File: config.mk
export PLATFORM = sky130hd
export DESIGN_NAME = uart_tx_cfg
export DESIGN_NICKNAME = d
export VERILOG_FILES = /design/src/rtl/uart_pkg.sv /design/src/rtl/uart_baud_cnt.sv /design/src/rtl/uart_tx_cfg.sv
export SDC_FILE = /design/constraint.sdc
export NUM_CORES = 1
export LEC_CHECK = 0
export BUFFER_PORTS_ARGS = -buffer_cell sky130_fd_sc_hd__buf_2
export CELL_PAD_IN_SITES_DETAIL_PLACEMENT = 0
export CELL_PAD_IN_SITES_GLOBAL_PLACEMENT = 1
export CORE_ASPECT_RATIO = 0.8
export CORE_MARGIN = 2
export CORE_UTILIZATION = 38
export CTS_CLUSTER_SIZE = 30
export DETAILED_ROUTE_END_ITERATION = 10
export HOLD_SLACK_MARGIN = 0.06
export PLACE_DENSITY = 0.81
export SKIP_CTS_REPAIR_TIMING = 1
export SLEW_MARGIN = 0
export SYNTH_ARGS = -nofsm -noshare
export SYNTH_HDL_FRONTEND = slang
export SYNTH_SLANG_ARGS = --single-unit
File: constraint.sdc
create_clock -name clk -period 2.3 [get_ports clk]
set_clock_uncertainty 0.15 [all_clocks]
set_input_delay 0.115 -clock clk [delete_from_list [all_inputs] [get_ports clk]]
set_output_delay 0.115 -clock clk [all_outputs]
set_load 0.01 [all_outputs]
File: src/rtl/uart_pkg.sv
// Shared UART definitions: FSM state encoding, parity encodings, widths and
// configuration legality / parity helpers used by the tx (and future rx) blocks.
package uart_pkg;

  typedef enum logic [2:0] {
    S_IDLE   = 3'd0,
    S_START  = 3'd1,
    S_DATA   = 3'd2,
    S_PARITY = 3'd3,
    S_STOP   = 3'd4
  } tx_state_e;

  localparam int unsigned PAR_NONE = 32'd0;
  localparam int unsigned PAR_ODD  = 32'd1;
  localparam int unsigned PAR_EVEN = 32'd2;

  localparam int unsigned MIN_DATA_W = 32'd5;
  localparam int unsigned MAX_DATA_W = 32'd9;
  localparam int unsigned BIT_IDX_W  = 32'd4;

  function automatic bit cfg_legal(input int unsigned data_w,
                                   input int unsigned parity,
                                   input int unsigned stop_bits);
    return (data_w >= MIN_DATA_W) && (data_w <= MAX_DATA_W) &&
           (parity <= PAR_EVEN) && (stop_bits >= 32'd1) && (stop_bits <= 32'd2);
  endfunction

  // Words narrower than MAX_DATA_W are zero-extended, which leaves the XOR unchanged.
  function automatic logic parity_bit(input logic [MAX_DATA_W-1:0] data,
                                      input int unsigned parity);
    logic p;
    p = ^data;
    if (parity == PAR_ODD) begin
      return ~p;
    end else if (parity == PAR_EVEN) begin
      return p;
    end else begin
      return 1'b0;
    end
  endfunction

endpackage

File: src/rtl/uart_baud_cnt.sv
// Bit-period counter: counts 0..D with D captured on start, flags the last
// cycle of each bit and wraps so every bit lasts exactly D+1 cycles.
module uart_baud_cnt #(
  parameter int unsigned DIV_W = 16
) (
  input  logic             clk,
  input  logic             rst,
  input  logic             start,
  input  logic             run,
  input  logic [DIV_W-1:0] div,
  output logic             bit_end
);

  logic [DIV_W-1:0] div_r;
  logic [DIV_W-1:0] cnt_r;

  assign bit_end = run && (cnt_r == div_r);

  // Divisor capture and cycle counter; the counter never exceeds div_r so it cannot wrap.
  always_ff @(posedge clk) begin
    if (rst) begin
      div_r <= '0;
      cnt_r <= '0;
    end else if (start) begin
      div_r <= div;
      cnt_r <= '0;
    end else if (run) begin
      if (bit_end) begin
        cnt_r <= '0;
      end else begin
        cnt_r <= cnt_r + DIV_W'(1);
      end
    end else begin
      cnt_r <= '0;
    end
  end

endmodule

File: src/rtl/uart_tx_cfg.sv
// Configurable UART transmitter: start bit, DATA_W data bits LSB first,
// optional parity, 1 or 2 stop bits, run-time baud divisor captured per frame.
module uart_tx_cfg
  import uart_pkg::*;
#(
  parameter int unsigned DATA_W    = 8,
  parameter int unsigned PARITY    = 0,
  parameter int unsigned STOP_BITS = 1,
  parameter int unsigned DIV_W     = 16
) (
  input  logic              clk,
  input  logic              rst,
  input  logic [DIV_W-1:0]  baud_div,
  input  logic [DATA_W-1:0] in_data,
  input  logic              in_valid,
  output logic              in_ready,
  output logic              tx_bit,
  output logic              tx_active,
  output logic              tx_done
);

  if (!cfg_legal(DATA_W, PARITY, STOP_BITS)) begin : g_cfg_illegal
    $error("uart_tx_cfg: illegal DATA_W/PARITY/STOP_BITS combination");
  end

  tx_state_e             state_r;
  tx_state_e             next_state_s;
  logic [DATA_W-1:0]     shift_r;
  logic                  par_r;
  logic [BIT_IDX_W-1:0]  bit_idx_r;
  logic                  stop_idx_r;
  logic                  tx_bit_r;
  logic                  tx_active_r;
  logic                  tx_done_r;
  logic                  accept_s;
  logic                  bit_end_s;
  logic                  last_data_s;
  logic                  last_stop_s;
  logic                  line_next_s;

  assign in_ready    = (state_r == S_IDLE) && !rst;
  assign accept_s    = in_valid && in_ready;
  assign last_data_s = (bit_idx_r == BIT_IDX_W'(DATA_W - 32'd1));
  assign last_stop_s = (stop_idx_r == 1'(STOP_BITS - 32'd1));

  assign tx_bit    = tx_bit_r;
  assign tx_active = tx_active_r;
  assign tx_done   = tx_done_r;

  uart_baud_cnt #(
    .DIV_W (DIV_W)
  ) u_baud_cnt (
    .clk     (clk),
    .rst     (rst),
    .start   (accept_s),
    .run     (state_r != S_IDLE),
    .div     (baud_div),
    .bit_end (bit_end_s)
  );

  // State register.
  always_ff @(posedge clk) begin
    if (rst) begin
      state_r <= S_IDLE;
    end else begin
      state_r <= next_state_s;
    end
  end

  // Next state, plus the line level that the next state will drive.
  always_comb begin
    next_state_s = state_r;
    line_next_s  = 1'b1;
    case (state_r)
      S_IDLE: begin
        if (accept_s) next_state_s = S_START;
        else          next_state_s = S_IDLE;
      end
      S_START: begin
        if (bit_end_s) next_state_s = S_DATA;
        else           next_state_s = S_START;
      end
      S_DATA: begin
        if (bit_end_s && last_data_s) begin
          if (PARITY != PAR_NONE) next_state_s = S_PARITY;
          else                    next_state_s = S_STOP;
        end else begin
          next_state_s = S_DATA;
        end
      end
      S_PARITY: begin
        if (bit_end_s) next_state_s = S_STOP;
        else           next_state_s = S_PARITY;
      end
      S_STOP: begin
        if (bit_end_s && last_stop_s) next_state_s = S_IDLE;
        else                          next_state_s = S_STOP;
      end
      default: next_state_s = S_IDLE;
    endcase

    // Moving to the next data bit means the shifter has not yet advanced: look one ahead.
    case (next_state_s)
      S_START: line_next_s = 1'b0;
      S_DATA: begin
        if ((state_r == S_DATA) && bit_end_s) line_next_s = shift_r[1];
        else                                  line_next_s = shift_r[0];
      end
      S_PARITY: line_next_s = par_r;
      default:  line_next_s = 1'b1;
    endcase
  end

  // Captured word, parity bit, data-bit index and stop-bit index.
  always_ff @(posedge clk) begin
    if (rst) begin
      shift_r    <= '0;
      par_r      <= 1'b0;
      bit_idx_r  <= '0;
      stop_idx_r <= 1'b0;
    end else if (accept_s) begin
      shift_r    <= in_data;
      par_r      <= parity_bit(MAX_DATA_W'(in_data), PARITY);
      bit_idx_r  <= '0;
      stop_idx_r <= 1'b0;
    end else if (bit_end_s) begin
      case (state_r)
        S_DATA: begin
          shift_r <= shift_r >> 1;
          if (last_data_s) bit_idx_r <= '0;
          else             bit_idx_r <= bit_idx_r + BIT_IDX_W'(1);
        end
        S_STOP: begin
          if (last_stop_s) stop_idx_r <= 1'b0;
          else             stop_idx_r <= stop_idx_r + 1'b1;
        end
        default: begin
          bit_idx_r  <= bit_idx_r;
          stop_idx_r <= stop_idx_r;
        end
      endcase
    end
  end

  // Registered pad outputs, aligned with the state they describe.
  always_ff @(posedge clk) begin
    if (rst) begin
      tx_bit_r    <= 1'b1;
      tx_active_r <= 1'b0;
      tx_done_r   <= 1'b0;
    end else begin
      tx_bit_r    <= line_next_s;
      tx_active_r <= (next_state_s != S_IDLE);
      tx_done_r   <= (state_r == S_STOP) && (next_state_s == S_IDLE);
    end
  end

endmodule

---- Yosys cells after proc, flatten, opt, wreduce, memory -nomap -nowiden ----
Cells that the tools add are included.
storage, ports and cells
  flip-flop bits (word level) ............. 51
  bits in latches ......................... 0
  RAM bits ................................ 0
  bits in read-only memories .............. 0
  input port bits ......................... 27
  memories ................................ 0
operators by class
  add/sub/neg operators ................... 3
  multipliers ............................. 0
  divide/modulo/power cells ............... 0
  magnitude comparators ................... 0
  eq/ne operators ......................... 9
  shifts and indexed selects .............. 0
  multiplexer cells ....................... 13
  bitwise operators ....................... 2
  reductions and logical operators ........ 20
operators with widths
  operator                 number
  $mux W8                  3
  $add A16 B1 Y16 const B  1
  $eq A16 B16 Y1           1
  $pmux W3 S5              1
  $eq A3 B2 Y1 const B     4
  $mux W3                  3
  $logic_and A1 B1 Y1      7
  $eq A3 B1 Y1 const B     2
  $logic_not A3 Y1         2
  $reduce_and A2 Y1        3
  $reduce_bool A3 Y1       2
  $add A4 B1 Y4 const B    1
  $eq A4 B3 Y1 const B     1
  $mux W4                  1
  $reduce_bool A2 Y1       2
  $reduce_or A2 Y1         2
  $reduce_or A4 Y1         1
  $eq A3 B3 Y1 const B     1
  $mux W1                  3
  $mux W2                  1
  $not A1 Y1               2
  $pmux W1 S2              1
  $add A1 B1 Y1 const B    1
  $logic_not A1 Y1         1

---- Longest topological paths before layout ----
Gate-level depths: netlist of run 1.
  depth in word-level cells ............... 8
  mapped depth ............................ 7

---- By module ----
From an unflattened synthesis of run 1, not the netlist that was laid out.
unflattened totals
  cells, all modules ...................... 242
  area total of the unflattened synthesis .. 2267.2 µm²
modules (own cells, without submodules)
  module         times used  cells an instance  area an instance (µm²)  sequential area each (µm²)
  uart_baud_cnt  1           154                1445.1                  640.6
  uart_tx_cfg    1           88                 822.0                   360.3

---- Worst setup path before layout of run 1 ----
No wires, ideal clock.
  kind .................................... register to register
  start ................................... register u_baud_cnt.cnt_r[2]
  end ..................................... register bit_idx_r[3]
  arrival time ............................ 1.933 ns
  path slack .............................. 0.148 ns
  stages on the path, launching flop included .. 7
  buffers on the path ..................... 0
  path through ............................ dfxtp_1 -> xnor2_2 -> nand4_1 -> or3_4 -> nor4_4 -> or4b_1 -> a21oi_1
on the way
  cells in the longest elaborated chain, start to end .. 3
RTL lines
  item                                line                 text
  start, declared                     uart_baud_cnt.sv:15  logic [DIV_W-1:0] cnt_r;
  start signal, assigned              uart_baud_cnt.sv:31  cnt_r <= cnt_r + DIV_W'(1);
  $eq A16 B16 Y1                      uart_baud_cnt.sv:17  assign bit_end = run && (cnt_r == div_r);
  $logic_and A1 B1 Y1                 uart_baud_cnt.sv:17
  $reduce_and A2 Y1 (no source line)  --
  end signal, assigned                uart_tx_cfg.sv:131   else bit_idx_r <= bit_idx_r + BIT_IDX_W'(1);
  end signal, assigned                uart_tx_cfg.sv:138   bit_idx_r <= bit_idx_r;
  end, declared                       uart_tx_cfg.sv:30    logic [BIT_IDX_W-1:0] bit_idx_r;
No other way between the ends.
A chain may end at the register's enable or synchronous reset.

---- Worst setup path after layout of run 1 ----
  start ................................... register u_baud_cnt.cnt_r[13]
  end ..................................... register bit_idx_r[3]
The elaborated chain is that of the path after synthesis.

==> load_flow_metrics.sql, run 1 <==
INSERT INTO impl_metrics (metric_group, metric, value, unit) VALUES
('critical_path', 'worstPathRequired', '2.39', 'ns'),
('grt', 'grt.met1_usage', '22.5', '%'),
('sta', 'rsz_0062_raised_after_global_routing', 'yes', ''),
('synthesis', 'synth_top_area_cell', 'sky130_fd_sc_hd__dfxtp_1', ''),
('clock_tree', 'cts.sink_count', '50', ''),
('drt', 'vias', '1875', ''),
('synthesis', 'postSynthCellCount', '253', ''),
('pwr', 'total_leakage_power', '1.22', 'nW'),
('run_status', 'status', 'finished, final reports clean', ''),
('synthesis', 'syn-mean-instance-area', '8.91', 'um^2'),
('clock_tree', 'cts_root_buffer', 'sky130_fd_sc_hd__clkbuf_8', ''),
('synthesis', 'post_synth_edffs', '0', ''),
('grt', 'grt_use_total', '14.8', '%'),
('sta', 'setup_viol_count_final', '0', ''),
('clock_tree', 'tritoncts.num_buffers', '5', ''),
('place', 'port-buffer-count', '30', ''),
('synthesis', 'synth_seq_cells', '50', ''),
('grt', 'gr-usage-met2', '20.4', '%'),
('drt', 'detailedRoute.firstIterationViolations', '91', ''),
('clock_tree', 'worst_skew_pair_later_pin_latency', '0.30', 'ns'),
('sta', 'final.hold.worst_slack', '0.139', 'ns'),
('clock_tree', 'clkTransAtPathRegs', '0.09', 'ns'),
('pwr', 'power_per_cell_area', '555', 'nW/um^2'),
('grt', 'top_usage_layer', 'met1', ''),
('die', 'initial_utilization', '38.7', '%'),
('die', 'io_pins', '31', ''),
('clock_tree', 'cts.htree.levels', '2', ''),
('place', 'gp_congestion', '0.796', ''),
('finish', 'nets', '348', ''),
('critical_path', 'crit_type', 'reg -> reg', ''),
('grt', 'globalRoute.totalOverflow', '0', ''),
('worst_hold_path', 'timing.hold.worst.class', 'in -> reg', ''),
('drt', 'routed_via_density', '4.68', ''),
('die', 'rows', '25', ''),
('finish', 'diodes', '0', ''),
('critical_path', 'worstSetupStartpointType', 'register', ''),
('sta', 'max_slew.worst_pin.slew', '0.437', 'ns'),
('clock_tree', 'tritoncts_clock_tree', 'done', ''),
('pwr', 'ir_worst_vdd', '265', 'uV'),
('sta', 'relSlewSlack', '70.6', '%'),
('finish', 'syn2layout_area_growth', '33.9', '%'),
('synthesis', 'syn_area', '2250', 'um^2'),
('grt', 'vias_in_the_first_global_route', '1625', ''),
('clock_tree', 'max-clock-path-buffers', '2', ''),
('sta', 'final.period_utilization', '97.3', '%'),
('drt', 'detail-route-antenna-nets', '0', ''),
('grt', 'grt_max_degree', '31', ''),
('finish', 'final_util', '51.9', '%'),
('synthesis', 'postSynth.topFlopCell', 'sky130_fd_sc_hd__dfxtp_1', ''),
('sta', 'final_period_minus_worst_setup_slack', '2.24', 'ns'),
('grt', 'first_pass_grt_wire_length', '7740', 'um'),
('place', 'detailedPlacementHpwl', '3310', 'um'),
('synthesis', 'synth.yosys.warnings', '0', ''),
('synthesis', 'ys_async_sr_fraction', '0', '%'),
('synthesis', 'synth_seq_area_share', '44.4', '%'),
('drt', 'drtPass1Iterations', '4', ''),
('drt', 'route.detailed.wl_per_inst', '12.1', 'um'),
('die', 'core_area', '5820', 'um^2'),
('die', 'dieArea', '6570', 'um^2'),
('sta', 'drv_slew', '0', ''),
('critical_path', 'critPathMaxFanout', '4', ''),
('finish', 'drive_gt1_share', '23.4', '%'),
('sta', 'tns', '0', 'ns'),
('critical_path', 'setup.worst_path.end_class', 'register', ''),
('run', 'cap_viol_max_count', '0', ''),
('synthesis', 'synth_top_cells_by_area', 'sky130_fd_sc_hd__dfxtp_1, sky130_fd_sc_hd__nand2_1, sky130_fd_sc_hd__xor2_1', ''),
('grt', 'grtUsageMet3', '2.69', '%'),
('synthesis', 'number_of_different_library_cells_in_the_post_synthesis_netlist', '36', ''),
('synthesis', 'synth.net_count', '282', ''),
('die', 'fp.dieH', '72.9', 'um'),
('synthesis', 'synthDominantCellAreaShare', '44.4', '%'),
('grt', 'grt_antenna_before_repair', '0', ''),
('sta', 'report.final.hold_viol_count', '0', ''),
('drt', 'routed_wl', '4840', 'um'),
('sta', 'f_max', '0.447', 'GHz'),
('die', 'floorplan.die.width', '90.1', 'um'),
('drt', 'post-route-drc-count', '0', ''),
('critical_path', 'worst-endpoint-arrival', '2.33', 'ns');
[kinds of logic (layout without fill, tap and decap cells)]
logic type	after synthesis	count (layout)	share of synthesized area (%)
xor gates and xnor gates	30	30	13.0
AOI/OAI and AO/OA	20	20	5.94
adders and majority gates	2	2	1.11
muxes	9	9	4.00
DFF	50	50	44.4
and+or+nand+nor	128	128	28.8
buffers and inverters	14	81	2.78
[where the power goes]
group	leakage (nW)	internal [mW]	switching, mW	total (mW)
sequential	0.413	0.901	0.0292	0.930
clock	0.0482	0.243	0.282	0.525
combinational	0.758	0.119	0.100	0.219
[Yosys cell counts, types with 3 or more instances]
cell type	number
sky130_fd_sc_hd__xnor2_1	9
sky130_fd_sc_hd__clkbuf_1	7
sky130_fd_sc_hd__xnor2_2	4
sky130_fd_sc_hd__a211oi_1	6
sky130_fd_sc_hd__dfxtp_1	50
sky130_fd_sc_hd__and3_1	5
sky130_fd_sc_hd__xor2_1	17
sky130_fd_sc_hd__nand4_1	3
sky130_fd_sc_hd__nor2_1	32
sky130_fd_sc_hd__nand3_1	10
sky130_fd_sc_hd__nor4_1	3
sky130_fd_sc_hd__inv_1	3
sky130_fd_sc_hd__nand2_1	44
sky130_fd_sc_hd__mux2i_1	9
sky130_fd_sc_hd__nand3b_1	18
sky130_fd_sc_hd__a21oi_1	6
[cell usage in the layout (no fill, tap or decap), drive strengths merged]
master       instances
a211oi               6
clkinv               1
clkbuf               7
a41o                 1
ha                   2
nand2               44
mux2i                9
nand3b              18
inv                  3
a21oi                6
nand3               10
dfxtp               50
dlygate4sd3         25
or3                  2
a31oi                1
o211ai               1
o21ai                2
and2                 2
buf                 45
nor3                 2
a21bo                1
nor2                32
o31ai                2
or2                  1
nor4                 4
xnor2               13
or4b                 2
and3                 5
nand2b               2
nand4                3
nor4b                1
xor2                17
[through the flow]
step / cells / total power, mW / worst slack, ns / cell area (um^2)
after floorplan: 253 / 1.06 / 0.148 / 2250
after global placement: 365 / 1.13 / 0.0226 / 2560
after detailed placement: 365 / 1.13 / 0.0299 / 2560
after CTS: 373 / 1.65 / 0.00934 / 2650
after global routing: 401 / 1.75 / -0.0407 / 3020
final: 401 / 1.67 / 0.0620 / 3020
[state kept, by name (all words and copies together) (netlist names)]
register and flops:
u_baud_cnt.div_r 16, bit_idx_r 4, tx_bit 1, state_r 3, u_baud_cnt.cnt_r 16, tx_done 1
shift_r 8, tx_active 1
[worst max-delay path, stage by stage, from the launching register on]
cell                      delay (ns)
sky130_fd_sc_hd__dfxtp_4        0.37
sky130_fd_sc_hd__xnor2_4        0.18
sky130_fd_sc_hd__nand4_1        0.11
sky130_fd_sc_hd__or3_4          0.39
sky130_fd_sc_hd__nor4_4         0.36
sky130_fd_sc_hd__or4b_4         0.51
sky130_fd_sc_hd__a21oi_2        0.12
[path summary, 6_finish.rpt]
kind	slack, ns	cells past startpoint	end	start
max reg2reg	0.06	6	bit_idx_r[3]	u_baud_cnt.cnt_r[13]
min	0.14	3	shift_r[3]	rst
min reg2reg	0.34	2	u_baud_cnt.div_r[0]	u_baud_cnt.div_r[0]
max	0.06	6	bit_idx_r[3]	u_baud_cnt.cnt_r[13]
[cell type report]
cell class                 count  area (um^2)
multi-input combinational    189         1270
sequential                    50         1020
clock inverter                 1         5.00
timing repair buffer          70          527
tap                           81          101
clock buffer                   7         86.3
inverter                       3         11.3
fill                         559         2800
[routing by layer]
| layer | wire [um] | vias up | part of all wire [%] |
|---|---|---|---|
| met2 | 2020 | 26 | 42 |
| li1 | - | 994 | - |
| met5 | 0 | - | 0 |
| met1 | 2610 | 851 | 54 |
| met4 | 63 | 0 | 1.3 |
| met3 | 148 | 4 | 3.1 |
Power figures use the tool's default switching activity.
==> run 2, diff against run 1 <==
--- a/config.mk
+++ b/config.mk
@@ -10,13 +10,14 @@
 export CELL_PAD_IN_SITES_GLOBAL_PLACEMENT = 1
 export CORE_ASPECT_RATIO = 0.8
 export CORE_MARGIN = 2
-export CORE_UTILIZATION = 38
+export CORE_UTILIZATION = 35
 export CTS_CLUSTER_SIZE = 30
 export DETAILED_ROUTE_END_ITERATION = 10
 export HOLD_SLACK_MARGIN = 0.06
-export PLACE_DENSITY = 0.81
+export PLACE_DENSITY = 0.75
 export SKIP_CTS_REPAIR_TIMING = 1
 export SLEW_MARGIN = 0
 export SYNTH_ARGS = -nofsm -noshare
 export SYNTH_HDL_FRONTEND = slang
+export SYNTH_HIERARCHICAL = 1
 export SYNTH_SLANG_ARGS = --single-unit
==> run 2 against run 1 <==
Effect of this change:
- design area fell by 0.99%
- synthesized cell count fell by 4.3%
- via count fell by 1.1%
- global-route usage fell by 0.56 points
- maximum frequency fell by 1.4%
- area after synthesis rose by 0.61%
- sequential power fell by 2.2%
- core utilization fell by 4.5 points
==> load_flow_metrics.sql, run 2 <==
INSERT INTO impl_metrics (metric_group, metric, value, unit) VALUES
('finish', 'drive_gt1_share', '25.2', '%'),
('synthesis', 'ys_async_sr_fraction', '0', '%'),
('worst_hold_path', 'timing.hold.worst.class', 'in -> reg', ''),
('grt', 'grt_use_total', '14.2', '%'),
('sta', 'final_period_minus_worst_setup_slack', '2.27', 'ns'),
('pwr', 'ir_worst_vdd', '251', 'uV'),
('critical_path', 'critical_path.reg2reg.endpoint', 'state_r[2]', ''),
('finish', 'nets', '341', ''),
('place', 'detailedPlacementHpwl', '3390', 'um'),
('sta', 'report.final.hold_viol_count', '0', ''),
('drt', 'routed_wl', '4880', 'um'),
('critical_path', 'reg2reg_from', 'u_baud_cnt/cnt_r[12]', ''),
('clock_tree', 'cts_root_buffer', 'sky130_fd_sc_hd__clkbuf_8', ''),
('finish', 'final_util', '47.3', '%'),
('clock_tree', 'cts.sink_count', '50', ''),
('finish', 'stdcell_count', '397', ''),
('critical_path', 'startpoint', 'u_baud_cnt/cnt_r[12]', ''),
('critical_path', 'critical-path-top-delay-family', 'simple AND/OR/NAND/NOR gates', ''),
('finish', 'diodes', '0', ''),
('clock_tree', 'max-clock-path-buffers', '2', ''),
('place', 'port-buffer-count', '30', ''),
('critical_path', 'worstPathRequired', '2.37', 'ns'),
('critical_path', 'worst_stage_delay_on_the_critical_path', '0.40', 'ns'),
('critical_path', 'critPathBufInv', '1', ''),
('synthesis', 'synth_top_area_cell', 'sky130_fd_sc_hd__dfxtp_1', ''),
('drt', 'route.detailed.wl_per_inst', '12.3', 'um'),
('drt', 'detail-route-antenna-nets', '0', ''),
('critical_path', 'setup.worst_path.end_class', 'register', ''),
('place', 'gp_congestion', '0.835', ''),
('pwr', 'power_per_cell_area', '559', 'nW/um^2'),
('critical_path', 'crit_path_cell_chain', 'xor2_1 > nor4_1 > nand2_1 > nor4_4 > buf_4 > nand4b_1 > or3_4 > a31oi_1', ''),
('sta', 'final.hold.worst_slack', '0.0481', 'ns'),
('die', 'rows', '26', ''),
('synthesis', 'synth_top_cells_by_count', 'sky130_fd_sc_hd__dfxtp_1, sky130_fd_sc_hd__nor2_1, sky130_fd_sc_hd__mux2i_1', ''),
('sta', 'relSlewSlack', '76.3', '%'),
('place', 'place_inst', '363', ''),
('critical_path', 'setup.reg_to_reg.worst_slack', '0.03', 'ns'),
('synthesis', 'syn_area', '2270', 'um^2'),
('synthesis', 'yosysMostFrequentCell', 'sky130_fd_sc_hd__dfxtp_1', ''),
('synthesis', 'post_synth_edffs', '0', ''),
('synthesis', 'postSynth.topFlopCell', 'sky130_fd_sc_hd__dfxtp_1', ''),
('grt', 'vias_in_the_first_global_route', '1675', ''),
('critical_path', 'worst-endpoint-arrival', '2.34', 'ns'),
('synthesis', 'synth.net_count', '271', ''),
('critical_path', 'critPathMaxFanout', '5', ''),
('synthesis', 'syn-mean-instance-area', '9.37', 'um^2'),
('finish', 'syn2layout_area_growth', '31.8', '%'),
('synthesis', 'synth_top_cells_by_area', 'sky130_fd_sc_hd__dfxtp_1, sky130_fd_sc_hd__mux2i_1, sky130_fd_sc_hd__nor2_1', ''),
('drt', 'vias', '1855', ''),
('clock_tree', 'clkTransAtPathRegs', '0.09', 'ns'),
('synthesis', 'synth_seq_area_share', '44.2', '%'),
('drt', 'detailedRoute.firstIterationViolations', '75', ''),
('synthesis', 'synth_seq_cells', '50', ''),
('critical_path', 'rr_worst_depth', '8', ''),
('drt', 'drtPass1Iterations', '4', ''),
('pwr', 'total_leakage_power', '1.16', 'nW'),
('die', 'floorplan.die.width', '94.0', 'um'),
('sta', 'f_max', '0.441', 'GHz'),
('sta', 'finalWorstSetupSlack', '0.0305', 'ns'),
('die', 'fp.dieH', '76.0', 'um'),
('grt', 'grt_antenna_before_repair', '0', ''),
('critical_path', 'slowest_stage', 'sky130_fd_sc_hd__or3_4', ''),
('grt', 'first_pass_grt_wire_length', '8130', 'um'),
('clock_tree', 'worst_skew_pair_later_pin_latency', '0.30', 'ns'),
('run_status', 'status', 'finished, final reports clean', ''),
('worst_hold_path', 'hold_path.startpoint', 'in_valid', ''),
('clock_tree', 'tritoncts.num_buffers', '5', ''),
('grt', 'globalRoute.totalOverflow', '0', ''),
('worst_hold_path', 'timing.hold.worst_endpoint', 'shift_r[3]', ''),
('finish', 'final_cell_mix', 'sky130_fd_sc_hd__nor2_1, sky130_fd_sc_hd__dfxtp_1, sky130_fd_sc_hd__buf_2, sky130_fd_sc_hd__dlygate4sd3_1, sky130_fd_sc_hd__buf_4', ''),
('finish', 'seq_area', '1010', 'um^2'),
('grt', 'grt_max_degree', '35', ''),
('clock_tree', 'tritoncts_clock_tree', 'done', ''),
('run', 'cap_viol_max_count', '0', ''),
('sta', 'final.period_utilization', '98.7', '%'),
('clock_tree', 'cts.htree.levels', '2', ''),
('critical_path', 'crit_type', 'reg -> reg', ''),
('die', 'initial_utilization', '35.9', '%'),
('worst_hold_path', 'min_path_cells', '4', ''),
('die', 'io_pins', '31', ''),
('finish', 'layout_top_registers', 'u_baud_cnt/cnt_r x16, u_baud_cnt/div_r x16, shift_r x8', ''),
('drt', 'post-route-drc-count', '0', ''),
('synthesis', 'number_of_different_library_cells_in_the_post_synthesis_netlist', '39', ''),
('finish', 'multi_input_area', '1210', 'um^2'),
('sta', 'rsz_0062_raised_after_global_routing', 'yes', ''),
('synthesis', 'synth.yosys.warnings', '6', ''),
('drt', 'routed_via_density', '4.67', ''),
('synthesis', 'synthDominantCellAreaShare', '44.2', '%'),
('place', 'pre_cts_setup_slack', '0.0649', 'ns'),
('die', 'dieArea', '7140', 'um^2'),
('die', 'core_area', '6310', 'um^2'),
('sta', 'max_slew.worst_pin.slew', '0.355', 'ns'),
('synthesis', 'postSynthCellCount', '242', ''),
('sta', 'setup_viol_count_final', '0', ''),
('sta', 'drv_slew', '0', ''),
('critical_path', 'worstSetupStartpointType', 'register', ''),
('finish', 'fillers', '622', '');
## run 2: cell types whose count changed after synthesis, sizes merged, moves of 10 or more
cell / delta
nand2: -27
mux2i: +10
nand3b: -15
nor2: +13
## run 2: stage by stage
step / area (um^2) / TNS (ns) / power (mW)
6_report: 2990 / 0 / 1.67
5_1_grt: 2990 / -0.381 / 1.75
4_1_cts: 2700 / 0 / 1.66
3_5_place_dp: 2610 / 0 / 1.12
3_3_place_gp: 2610 / 0 / 1.12
2_1_floorplan: 2290 / 0 / 1.06
## run 2: layer usage
metal  global-route usage [%]  vias to the layer above  wire, um
li1                         -                      962         -
met4                     3.91                        0        35
met3                     3.17                        2       188
met5                        0                        -         0
met2                     19.8                       34      2030
met1                     21.9                      857      2630
## run 2: report_power, final
group          switching, mW  internal [mW]
clock                  0.290          0.242
combinational          0.109          0.119
sequential            0.0174          0.893
## run 2: layout make-up
cell class,count,area share [%]
clock buffers,6,2.76
clock inverters,2,0.419
inverters,2,0.251
multi-input cells,176,40.4
flip-flops and latches,50,33.8
well taps,84,3.52
repair buffers,77,18.8
## run 2: worst max-delay path by stage
stage                        end  slack, ns  cells after the start
floorplan                 tx_bit    0.00006                      9
global placement          tx_bit       0.12                      8
detailed placement        tx_bit       0.06                      8
CTS                       tx_bit       0.04                      8
global route        bit_idx_r[3]      -0.10                      9
finish                state_r[2]       0.03                      8
## run 2: kinds of logic (layout without fill, tap and decap cells)
kind of cell,Yosys count,after routing,share of synthesized area [%]
DFF,50,50,44.2
and+or+nand+nor,101,101,22.5
AOI/OAI and AO/OA,20,20,6.62
xor gates and xnor gates,34,34,13.1
adders and majority gates,2,2,1.10
muxes,19,19,8.39
buffers and inverters,16,87,4.14
## run 2: tightest hold or removal path, stage by stage
cell and delay (ns):
sky130_fd_sc_hd__buf_2 0.12, sky130_fd_sc_hd__a21oi_2 0.10, sky130_fd_sc_hd__nand2_1 0.07, sky130_fd_sc_hd__a21oi_1 0.05
==> run 3, diff against run 2 <==
--- a/config.mk
+++ b/config.mk
@@ -14,6 +14,7 @@
 export CTS_CLUSTER_SIZE = 30
 export DETAILED_ROUTE_END_ITERATION = 10
 export HOLD_SLACK_MARGIN = 0.06
+export MAX_ROUTING_LAYER = met4
 export PLACE_DENSITY = 0.75
 export SKIP_CTS_REPAIR_TIMING = 1
 export SLEW_MARGIN = 0
==> run 3 against run 2 <==
Effect of this change:
- critical path type unchanged
- global-route usage rose by 0.40 points
- register-to-register slack barely moved
- maximum frequency barely moved
- largest cell class unchanged
- die area did not move
- non-clock buffer count did not move
- combinational power barely moved
- clock-buffer cell count did not move
- sequential power barely moved
- critical path depth did not move
- core utilization did not move
- via count did not move
- hold slack barely moved
==> load_flow_metrics.sql, run 3 (synthesis results as in run 2) <==
INSERT INTO impl_metrics (metric_group, metric, value, unit) VALUES
('run_status', 'status', 'finished, final reports clean', ''),
('place', 'detailedPlacementHpwl', '3390', 'um'),
('finish', 'fillers', '622', ''),
('critical_path', 'rr_worst_depth', '8', ''),
('grt', 'grt_antenna_before_repair', '0', ''),
('critical_path', 'crit_type', 'reg -> reg', ''),
('pwr', 'ir_worst_vdd', '251', 'uV'),
('finish', 'drive_gt1_share', '25.2', '%'),
('sta', 'relSlewSlack', '76.3', '%'),
('finish', 'syn2layout_area_growth', '31.8', '%'),
('critical_path', 'reg2reg_from', 'u_baud_cnt/cnt_r[12]', ''),
('clock_tree', 'tritoncts.num_buffers', '5', ''),
('place', 'gp_congestion', '0.848', ''),
('critical_path', 'critPathMaxFanout', '5', ''),
('finish', 'final_util', '47.3', '%'),
('sta', 'f_max', '0.441', 'GHz'),
('die', 'floorplan.die.width', '94.0', 'um'),
('drt', 'vias', '1855', ''),
('finish', 'finish.instance_area', '2990', 'um^2'),
('pwr', 'power_per_cell_area', '559', 'nW/um^2'),
('grt', 'vias_in_the_first_global_route', '1677', ''),
('drt', 'detailedRoute.firstIterationViolations', '73', ''),
('die', 'initial_utilization', '35.9', '%'),
('sta', 'final.period_utilization', '98.7', '%'),
('clock_tree', 'cts.htree.levels', '2', ''),
('worst_hold_path', 'timing.hold.worst.class', 'in -> reg', ''),
('finish', 'final_cell_mix', 'sky130_fd_sc_hd__nor2_1, sky130_fd_sc_hd__dfxtp_1, sky130_fd_sc_hd__buf_2, sky130_fd_sc_hd__dlygate4sd3_1, sky130_fd_sc_hd__buf_4', ''),
('critical_path', 'setup.reg_to_reg.worst_slack', '0.03', 'ns'),
('finish', 'nets', '341', ''),
('place', 'place_inst', '363', ''),
('drt', 'drtPass1Iterations', '4', ''),
('clock_tree', 'clkTransAtPathRegs', '0.09', 'ns'),
('run', 'cap_viol_max_count', '0', ''),
('sta', 'final.hold.worst_slack', '0.0481', 'ns'),
('worst_hold_path', 'hold_path.startpoint', 'in_valid', ''),
('finish', 'diodes', '0', ''),
('drt', 'post-route-drc-count', '0', ''),
('critical_path', 'worst-endpoint-arrival', '2.34', 'ns'),
('clock_tree', 'cts.sink_count', '50', ''),
('critical_path', 'worstPathRequired', '2.37', 'ns'),
('pwr', 'total_leakage_power', '1.16', 'nW'),
('drt', 'routed_via_density', '4.67', ''),
('die', 'fp.dieH', '76.0', 'um'),
('clock_tree', 'tritoncts_clock_tree', 'done', ''),
('critical_path', 'setup.worst_path.end_class', 'register', ''),
('worst_hold_path', 'min_path_cells', '4', ''),
('worst_hold_path', 'timing.hold.worst_endpoint', 'shift_r[3]', ''),
('pwr', 'design_power_total', '1.67', 'mW'),
('die', 'dieArea', '7140', 'um^2'),
('critical_path', 'worstSetupStartpointType', 'register', ''),
('grt', 'grt_max_degree', '35', ''),
('sta', 'setup_viol_count_final', '0', ''),
('die', 'rows', '26', ''),
('drt', 'detail-route-antenna-nets', '0', ''),
('drt', 'route.detailed.wl_per_inst', '12.3', 'um'),
('finish', 'stdcell_count', '397', ''),
('grt', 'first_pass_grt_wire_length', '8130', 'um'),
('drt', 'routed_wl', '4890', 'um'),
('place', 'postPlaceCellArea', '2610', 'um^2'),
('critical_path', 'critical_path.reg2reg.endpoint', 'state_r[2]', ''),
('clock_tree', 'cts_root_buffer', 'sky130_fd_sc_hd__clkbuf_8', ''),
('sta', 'rsz_0062_raised_after_global_routing', 'yes', ''),
('sta', 'final_period_minus_worst_setup_slack', '2.27', 'ns'),
('die', 'core_area', '6310', 'um^2'),
('sta', 'report.final.hold_viol_count', '0', ''),
('grt', 'grt_use_total', '14.6', '%'),
('clock_tree', 'worst_skew_pair_later_pin_latency', '0.30', 'ns'),
('sta', 'max_slew.worst_pin.slew', '0.355', 'ns'),
('place', 'port-buffer-count', '30', ''),
('grt', 'globalRoute.totalOverflow', '0', ''),
('finish', 'layout_top_registers', 'u_baud_cnt/cnt_r x16, u_baud_cnt/div_r x16, shift_r x8', ''),
('clock_tree', 'max-clock-path-buffers', '2', ''),
('die', 'io_pins', '31', ''),
('sta', 'drv_slew', '0', '');
-- run 3: cell counts in the layout (fill, tap and decap cells not counted) --
Identical to the previous run, type by type.
-- run 3: critical path, stage by stage (launching register included) --
cell and delay, ns:
sky130_fd_sc_hd__dfxtp_2 0.35, sky130_fd_sc_hd__xor2_1 0.15, sky130_fd_sc_hd__nor4_1 0.28, sky130_fd_sc_hd__nand2_1 0.17
sky130_fd_sc_hd__nor4_4 0.18, sky130_fd_sc_hd__buf_4 0.19, sky130_fd_sc_hd__nand4b_1 0.13, sky130_fd_sc_hd__or3_4 0.40
sky130_fd_sc_hd__a31oi_1 0.20
-- run 3: how the worst max path moves through the flow --
stage / from / endpoint / depth (start not counted)
after floorplan: u_baud_cnt/cnt_r[2] / tx_bit / 9
final: u_baud_cnt/cnt_r[12] / state_r[2] / 8
after global placement: u_baud_cnt/cnt_r[1] / tx_bit / 8
after CTS: u_baud_cnt/div_r[0] / tx_bit / 8
after global routing: u_baud_cnt/div_r[1] / bit_idx_r[3] / 9
after detailed placement: u_baud_cnt/div_r[11] / tx_bit / 8
-- run 3: where the power goes --
group	switching [mW]	internal, mW
Clock	0.290	0.242
Sequential	0.0174	0.893
Combinational	0.109	0.119
-- run 3: cell type report --
cell class | instances | area (um^2) | share of cell area, %
clock buffer | 6 | 82.6 | 2.76
clock inverter | 2 | 12.5 | 0.419
inverter | 2 | 7.51 | 0.251
multi-input combinational | 176 | 1210 | 40.4
sequential | 50 | 1010 | 33.8
tap | 84 | 105 | 3.52
timing repair buffer | 77 | 563 | 18.8
-- run 3: through the flow --
stage	worst slack, ns	TNS [ns]
6_report	0.0306	0
3_3_place_gp	0.122	0
2_1_floorplan	0.0000639	0
4_1_cts	0.0381	0
3_5_place_dp	0.0649	0
5_1_grt	-0.104	-0.381
-- run 3: layer usage --
| metal | wire length, um | track usage [%] |
|---|---|---|
| met4 | 29 | 3.91 |
| met2 | 2030 | 19.8 |
| met3 | 189 | 3.07 |
| met5 | 0 | - |
| met1 | 2630 | 22.0 |
